==> src/rtl/shift_seq_ctrl_pkg.sv <==
// rtl/shift_seq_ctrl_pkg.sv - shared types and constants for the shift sequencer
// Holds the FSM state encoding, the direction encoding and the default widths
// used by shift_seq_ctrl, its command interface and the shift_cnt counter.
package shift_seq_ctrl_pkg;

  localparam int DEF_W  = 8;
  localparam int DEF_AW = 4;

  typedef enum logic [1:0] {
    ST_IDLE  = 2'd0,
    ST_LOAD  = 2'd1,
    ST_SHIFT = 2'd2,
    ST_FIN   = 2'd3
  } state_t;

  localparam logic DIR_RIGHT = 1'b0;
  localparam logic DIR_LEFT  = 1'b1;

endpackage

==> src/rtl/shift_seq_ctrl_if.sv <==
// rtl/shift_seq_ctrl_if.sv - command/response bundle between ALU control and sequencer
// Signals:
//   start, op_dir, op_amt, op_data : command from the ALU control unit
//   busy, done, result, last_bit   : status and response from the sequencer
// Modports: master = ALU control side, slave = shift_seq_ctrl side.
interface shift_seq_ctrl_if #(
  parameter int W  = 8,
  parameter int AW = 4
) ();

  logic          start;
  logic          op_dir;
  logic [AW-1:0] op_amt;
  logic [W-1:0]  op_data;
  logic          busy;
  logic          done;
  logic [W-1:0]  result;
  logic          last_bit;

  modport master (
    output start, op_dir, op_amt, op_data,
    input  busy, done, result, last_bit
  );

  modport slave (
    input  start, op_dir, op_amt, op_data,
    output busy, done, result, last_bit
  );

endinterface

==> src/rtl/shift_seq_ctrl_cnt.sv <==
// rtl/shift_seq_ctrl_cnt.sv - loadable shift-amount down-counter with clamp
// Module shift_cnt.
// Ports:
//   clk, rst_n : clock, asynchronous active-low reset
//   load, din  : load din, clamped to W, on the next edge
//   dec        : decrement by one on the next edge (load has priority)
//   is_zero    : count == 0
//   is_one     : count == 1 (last shift in progress)
module shift_cnt #(
  parameter int W  = 8,
  parameter int AW = 4
) (
  input  logic          clk,
  input  logic          rst_n,
  input  logic          load,
  input  logic          dec,
  input  logic [AW-1:0] din,
  output logic          is_zero,
  output logic          is_one
);

  localparam logic [AW-1:0] AMT_MAX = AW'(W);

  logic [AW-1:0] count;

  always_ff @(posedge clk or negedge rst_n) begin
    if (!rst_n) begin
      count <= '0;
    end else if (load) begin
      count <= (din > AMT_MAX) ? AMT_MAX : din;
    end else if (dec) begin
      count <= count - AW'(1);
    end
  end

  assign is_zero = (count == '0);
  assign is_one  = (count == AW'(1));

endmodule

==> src/rtl/shift_seq_ctrl.sv <==
// rtl/shift_seq_ctrl.sv - sequencer driving an 8-bit bidirectional shift register
// Accepts one shift command (data, direction, amount), loads the register,
// applies exactly N shifts, then returns the result, the last bit shifted out
// and a one-cycle done pulse.
// Ports:
//   clk, rst         : clock, asynchronous active-low reset
//   cmd (slave)      : start/op_dir/op_amt/op_data in; busy/done/result/last_bit out
//   sr_in, sr_load, sr_dr : drive the shift register IN/load/dr pins
//   sr_q, sr_msb, sr_lsb  : shift register outputs
module shift_seq_ctrl
  import shift_seq_ctrl_pkg::*;
#(
  parameter int W  = DEF_W,
  parameter int AW = DEF_AW
) (
  input  logic         clk,
  input  logic         rst,
  shift_seq_ctrl_if.slave cmd,
  output logic [W-1:0] sr_in,
  output logic         sr_load,
  output logic         sr_dr,
  input  logic [W-1:0] sr_q,
  input  logic         sr_msb,
  input  logic         sr_lsb
);

  state_t       state, next_state;
  logic         dir_q;
  logic [W-1:0] data_q;
  logic [W-1:0] result_q;
  logic         last_bit_q;
  logic         done_q;
  logic         cnt_load, cnt_dec;
  logic         cnt_zero, cnt_one;
  logic         accept;

  assign accept = (state == ST_IDLE) && cmd.start;

  // The counter latches the clamped amount together with the command, so it
  // already holds N when the FSM leaves LOAD.
  shift_cnt #(.W(W), .AW(AW)) u_cnt (
    .clk     (clk),
    .rst_n   (rst),
    .load    (cnt_load),
    .dec     (cnt_dec),
    .din     (cmd.op_amt),
    .is_zero (cnt_zero),
    .is_one  (cnt_one)
  );

  always_ff @(posedge clk or negedge rst) begin
    if (!rst) begin
      state      <= ST_IDLE;
      dir_q      <= 1'b0;
      data_q     <= '0;
      result_q   <= '0;
      last_bit_q <= 1'b0;
      done_q     <= 1'b0;
    end else begin
      state  <= next_state;
      done_q <= (state == ST_FIN);
      if (accept) begin
        dir_q      <= cmd.op_dir;
        data_q     <= cmd.op_data;
        last_bit_q <= 1'b0;
      end
      // Capture the bit about to leave before the register shifts it out.
      if (state == ST_SHIFT) begin
        last_bit_q <= (dir_q == DIR_LEFT) ? sr_msb : sr_lsb;
      end
      if (state == ST_FIN) begin
        result_q <= sr_q;
      end
    end
  end

  always_comb begin
    next_state = state;
    cnt_load   = 1'b0;
    cnt_dec    = 1'b0;
    // The register shifts whenever load is low, so every non-SHIFT state
    // holds it by reloading its own output.
    sr_load    = 1'b1;
    sr_in      = sr_q;
    sr_dr      = DIR_RIGHT;
    case (state)
      ST_IDLE: begin
        if (cmd.start) begin
          next_state = ST_LOAD;
          cnt_load   = 1'b1;
        end
      end
      ST_LOAD: begin
        sr_in      = data_q;
        next_state = cnt_zero ? ST_FIN : ST_SHIFT;
      end
      ST_SHIFT: begin
        sr_load = 1'b0;
        sr_dr   = dir_q;
        cnt_dec = 1'b1;
        if (cnt_one) next_state = ST_FIN;
      end
      ST_FIN: begin
        next_state = ST_IDLE;
      end
      default: next_state = ST_IDLE;
    endcase
  end

  assign cmd.busy     = (state != ST_IDLE);
  assign cmd.done     = done_q;
  assign cmd.result   = result_q;
  assign cmd.last_bit = last_bit_q;

endmodule

==> src/flat_wrapper.sv <==
// flat-port wrapper written by rule: the top's interface ports become plain ports
module shift_seq_ctrl_flat import shift_seq_ctrl_pkg::*;
#(
  parameter int W  = DEF_W,
  parameter int AW = DEF_AW
)
  (clk, rst, sr_in, sr_load, sr_dr, sr_q, sr_msb, sr_lsb, cmd_start, cmd_op_dir, cmd_op_amt, cmd_op_data, cmd_busy, cmd_done, cmd_result, cmd_last_bit);
  shift_seq_ctrl_if #(.W(W), .AW(AW)) cmd_i ();
  input  logic clk;
  input  logic rst;
  output logic [W-1:0] sr_in;
  output logic sr_load;
  output logic sr_dr;
  input  logic [W-1:0] sr_q;
  input  logic sr_msb;
  input  logic sr_lsb;
  input wire logic [$bits(cmd_i.start)-1:0] cmd_start;
  input wire logic [$bits(cmd_i.op_dir)-1:0] cmd_op_dir;
  input wire logic [$bits(cmd_i.op_amt)-1:0] cmd_op_amt;
  input wire logic [$bits(cmd_i.op_data)-1:0] cmd_op_data;
  output wire logic [$bits(cmd_i.busy)-1:0] cmd_busy;
  output wire logic [$bits(cmd_i.done)-1:0] cmd_done;
  output wire logic [$bits(cmd_i.result)-1:0] cmd_result;
  output wire logic [$bits(cmd_i.last_bit)-1:0] cmd_last_bit;
  assign cmd_i.start = cmd_start;
  assign cmd_i.op_dir = cmd_op_dir;
  assign cmd_i.op_amt = cmd_op_amt;
  assign cmd_i.op_data = cmd_op_data;
  assign cmd_busy = cmd_i.busy;
  assign cmd_done = cmd_i.done;
  assign cmd_result = cmd_i.result;
  assign cmd_last_bit = cmd_i.last_bit;
  shift_seq_ctrl #(.W(W), .AW(AW)) u_core (.clk(clk), .rst(rst), .cmd(cmd_i), .sr_in(sr_in), .sr_load(sr_load), .sr_dr(sr_dr), .sr_q(sr_q), .sr_msb(sr_msb), .sr_lsb(sr_lsb));
endmodule
==> config.mk <==
export PLATFORM = sky130hd
export DESIGN_NAME = shift_seq_ctrl_flat
export DESIGN_NICKNAME = d
export VERILOG_FILES = /design/src/rtl/shift_seq_ctrl_pkg.sv /design/src/rtl/shift_seq_ctrl_if.sv /design/src/rtl/shift_seq_ctrl_cnt.sv /design/src/rtl/shift_seq_ctrl.sv /design/src/flat_wrapper.sv
export SDC_FILE = /design/constraint.sdc
export NUM_CORES = 1
export LEC_CHECK = 0
export ABC_AREA = 1
export BUFFER_PORTS_ARGS = -buffer_cell sky130_fd_sc_hd__clkbuf_2
export CAP_MARGIN = 20
export CORE_UTILIZATION = 44
export DETAILED_ROUTE_END_ITERATION = 10
export HOLD_SLACK_MARGIN = 0.03
export PLACE_DENSITY = 0.74
export REMOVE_ABC_BUFFERS = 1
export SLEW_MARGIN = 30
export SYNTH_ARGS = -nofsm -noshare
export SYNTH_HDL_FRONTEND = slang
export SYNTH_SLANG_ARGS = --single-unit
==> constraint.sdc <==
create_clock -name clk -period 1.3 [get_ports clk]
set_input_delay 0.26 -clock clk [delete_from_list [all_inputs] [get_ports clk]]
set_output_delay 0.26 -clock clk [all_outputs]
set_load 0.01 [all_outputs]
==> summary.txt <==
Critical path
  • Critical-path top delay cell: dfrtp_1
  • Startpoint of the worst register-to-register path: u_core.state[1]
  • Worst setup SP type: flip-flop
  • Flop-to-flop setup slack: -0.06 ns
  • Arrival time at the worst endpoint: between 1 and 1.5 ns
  • Worst-path cell chain: inv_2 -> ha_4 -> buf_12 -> nand2_1 -> o21ai_1 -> buf_2
  • FF-to-FF path depth: 8
  • CP delay by family, top: flip-flops
  • Peak fanout along the critical path: 17
  • Worst reg2reg path endpoint: u_core.u_cnt.count[2]
  • Crit Path Class: reg2out
  • Worst EP required: ~1.0 ns
  • Crit end category: output pin
  • Number of buffer and inverter instances along the worst setup path: 3
  • Crit path largest cell delay: 0.41 ns

Synth
  • Mapped Cells: roughly 160
  • Number of distinct library cell variants in the gate-level netlist after synthesis: 20
  • Most frequently used flop master after synthesis: dfrtp_1
  • Post-synthesis instance area: about 0.0013 sq mm
  • Top-count cell post-synth: nand2_1
  • Proportion of synthesized flip-flops having asynchronous set or reset: 100%
  • Proportion of netlist area held by the largest area contributor: about 48%
  • Most used standard cells in the synthesized netlist: 53 x nand2_1, 25 x dfrtp_1, 25 x inv_1, 12 x nor2_1, 10 x a21oi_1
  • Count of flip-flops with a built-in enable after synthesis: 0
  • Largest area contributor in the synthesized netlist: dfrtp_1
  • Average footprint of a synthesized cell: roughly 8 sq um
  • Top post-synthesis cells by area: dfrtp_1 48%, nand2_1 15%, ha_1 7.6%
  • Flop and latch count out of synthesis: 25
  • Sequential area share after synthesis: 47.8%
  • Count of warnings emitted by yosys: 0

STA
  • Worst hold margin: 0.123 ns
  • Final setup violation count: 23
  • Final-report hold violation count: 0
  • Layout Skew: between 0.01 and 0.015 ns
  • Setup TNS Final: -3.53 ns
  • Slew at the pin with the worst max-slew slack: 0.314 ns
  • Pins over their slew limit: 0
  • Period minus WS final: about 1.6 ns
  • Unrepaired setup endpoints after global routing: yes
  • Worst setup margin: -0.318 ns
  • Final worst-path cycle share: 124%
  • Fmax: just over 600 MHz
  • Worst slew margin: approximately four fifths

Pwr
  • Total power after layout: roughly 4.3 mW
  • Maximum VDD drop: between 1000 and 1500 uV
  • Power density relative to cell area: around 2300 mW/mm^2
  • Leakage dissipation: a little over 1 nW

Global routing
  • Overall fraction of global-route tracks in use: a little under a fifth
  • Wire length of the first global-routing pass: ~4600 um
  • Initial antenna violation count: 0
  • Vias in the first global route: roughly 1100
  • Largest net degree at the start of global routing: 26
  • Final global-route overflow total: 0

Routing
  • Via count: around 1200
  • Routed WL: between 2000 and 3000 um
  • Drt first-iter violations: between 40 and 50
  • DRT Pass-1 Iters: 4
  • Routed wire per std cell: 10.9 um
  • Remaining routing DRC violations: 0
  • Remaining antenna violation count after routing: 0
  • Average vias per placed instance: around 4.7

Run status
  • Failing checks: negative setup slack
  • Result of the run: finished, violations left

Placement
  • Half-perimeter wire length after detailed placement: 2040 um
  • GP Congestion: between 0.7 and 0.8
  • Buffers on Ports: 46

Clock network
  • Clock-pin slew on the worst setup and hold paths: 0.15 ns
  • H-tree lvl count: 1
  • Cell chosen for the clock root: clkbuf_4
  • Clock tree from TritonCTS: done
  • Clock net sink count: 25
  • Clock network latency to the later pin of the worst-skew pair: 0.32 ns
  • Maximum clock insertion buffer count: 2
  • Number of buffers inserted during clock tree synthesis: 3

Cells and area
  • Number of nets in the finished design: 261
  • Ant. Diodes: 0
  • Ratio of cells with drive above 1 in the final layout: about two fifths
  • Synthesis-to-layout area growth: 40.2%

Job
  • Number of max-cap violations: 0

Die
  • Placeable core area: 0.00278 sq mm
  • FP Rows: 19
  • Die area: roughly 0.0032 sq mm
  • Floorplan die width: between 50 and 60 um
  • Starting utilization of the core area: a little under half
  • Count of boundary I/O pins: 47
  • Die Y-Extent: 56.6 um

Hold path
  • Type of the worst min-delay path: in2reg
  • Startpoint of the worst hold path: cmd_op_data[6]
  • Cell depth of the worst hold path: 3
  • Worst Hold End: u_core.data_q[6]
## placed cells by master, fill, tap and decap left out, drive strengths merged
| cell | instances |
|---|---|
| nand2 | 55 |
| clkbuf | 39 |
| inv | 27 |
| buf | 26 |
| dfrtp | 25 |
| nor2 | 12 |
| o21ai | 11 |
| a21oi | 10 |
| ha | 8 |
| nand3 | 7 |
| o211ai | 2 |
| o22ai | 1 |
| nand4 | 1 |
| nor3b | 1 |
| dlygate4sd3 | 1 |
## area by class of cell
type | instances | area, sq um
sequential | 25 | 626
timing repair buffer | 63 | 390
tap | 31 | 38.8
multi-input combinational | 108 | 651
clock buffer | 3 | 22.5
inverter | 26 | 100
clock inverter | 1 | 8.76
fill | 249 | 945
## registers in the layout, summed over array words and instances, names as in the netlist
register and flops:
u_core.cmd.result 8, u_core.cmd.done 1, u_core.u_cnt.count 4, u_core.cmd.last_bit 1
u_core.dir_q 1, u_core.data_q 8, u_core.state 2
## worst register-to-register path: stages, from the launching register on
cell and delay (ns):
dfrtp_1 0.39, inv_2 0.06, buf_4 0.14, ha_4 0.16, buf_6 0.12, nand2_8 0.08, buf_4 0.11, nand3_1 0.05
nor3b_2 0.15
## logic make-up (layout without fill, tap and decap cells)
logic type	count (synthesis)	count (layout)	synth area share [%]
simple gates	76	76	23.7
buf+inv	31	93	10.5
flops	25	25	47.8
compound gates	24	24	10.4
fa+ha+maj	8	8	7.64
## power by group
part | internal, mW | switching (mW)
Clock | 0.125 | 0.240
Combinational | 1.19 | 1.36
Sequential | 1.15 | 0.216
Total | 2.47 | 1.82
## routing by layer
layer	part of all wire, %	vias up	global-route usage [%]	wire length [um]
met5	0	-	0	0
met4	1.0	0	5.57	29
met3	5.6	4	2.76	156
met2	50	42	31.1	1390
met1	44	545	23.5	1220
li1	-	627	-	-
## metrics by stage
stage | std cells | instance area [sq um] | setup slack, ns | utilization [%]
floorplan | 159 | 1270 | -0.0658 | -
global placement | 249 | 1650 | -0.0578 | 59.3
detailed placement | 249 | 1650 | -0.0706 | 59.3
CTS | 256 | 1730 | -0.333 | 62.3
global route | 257 | 1840 | -0.396 | 66.0
finish | 257 | 1840 | -0.318 | 66.0
## worst max-delay path by stage
stage / startpoint / to / slack (ns) / cells past startpoint
after floorplan: u_core.state[0] / u_core.u_cnt.count[0] / -0.07 / 6
after global placement: u_core.state[0] / u_core.data_q[1] / -0.06 / 7
after detailed placement: u_core.state[0] / u_core.data_q[5] / -0.07 / 7
after CTS: u_core.state[1] / sr_in[3] / -0.33 / 6
after global routing: u_core.state[1] / sr_in[7] / -0.40 / 6
final: u_core.state[1] / sr_in[3] / -0.32 / 6
## what timing repair did
item,4_1_cts,5_1_grt
gates resized for setup,14,34
hold endpoints to repair,25,0
endpoints found under the setup margin,30,31
hold buffers,1,0
setup buffers,2,2
pin swaps,1,1
Note: power is estimated with default switching activity, not from simulation.
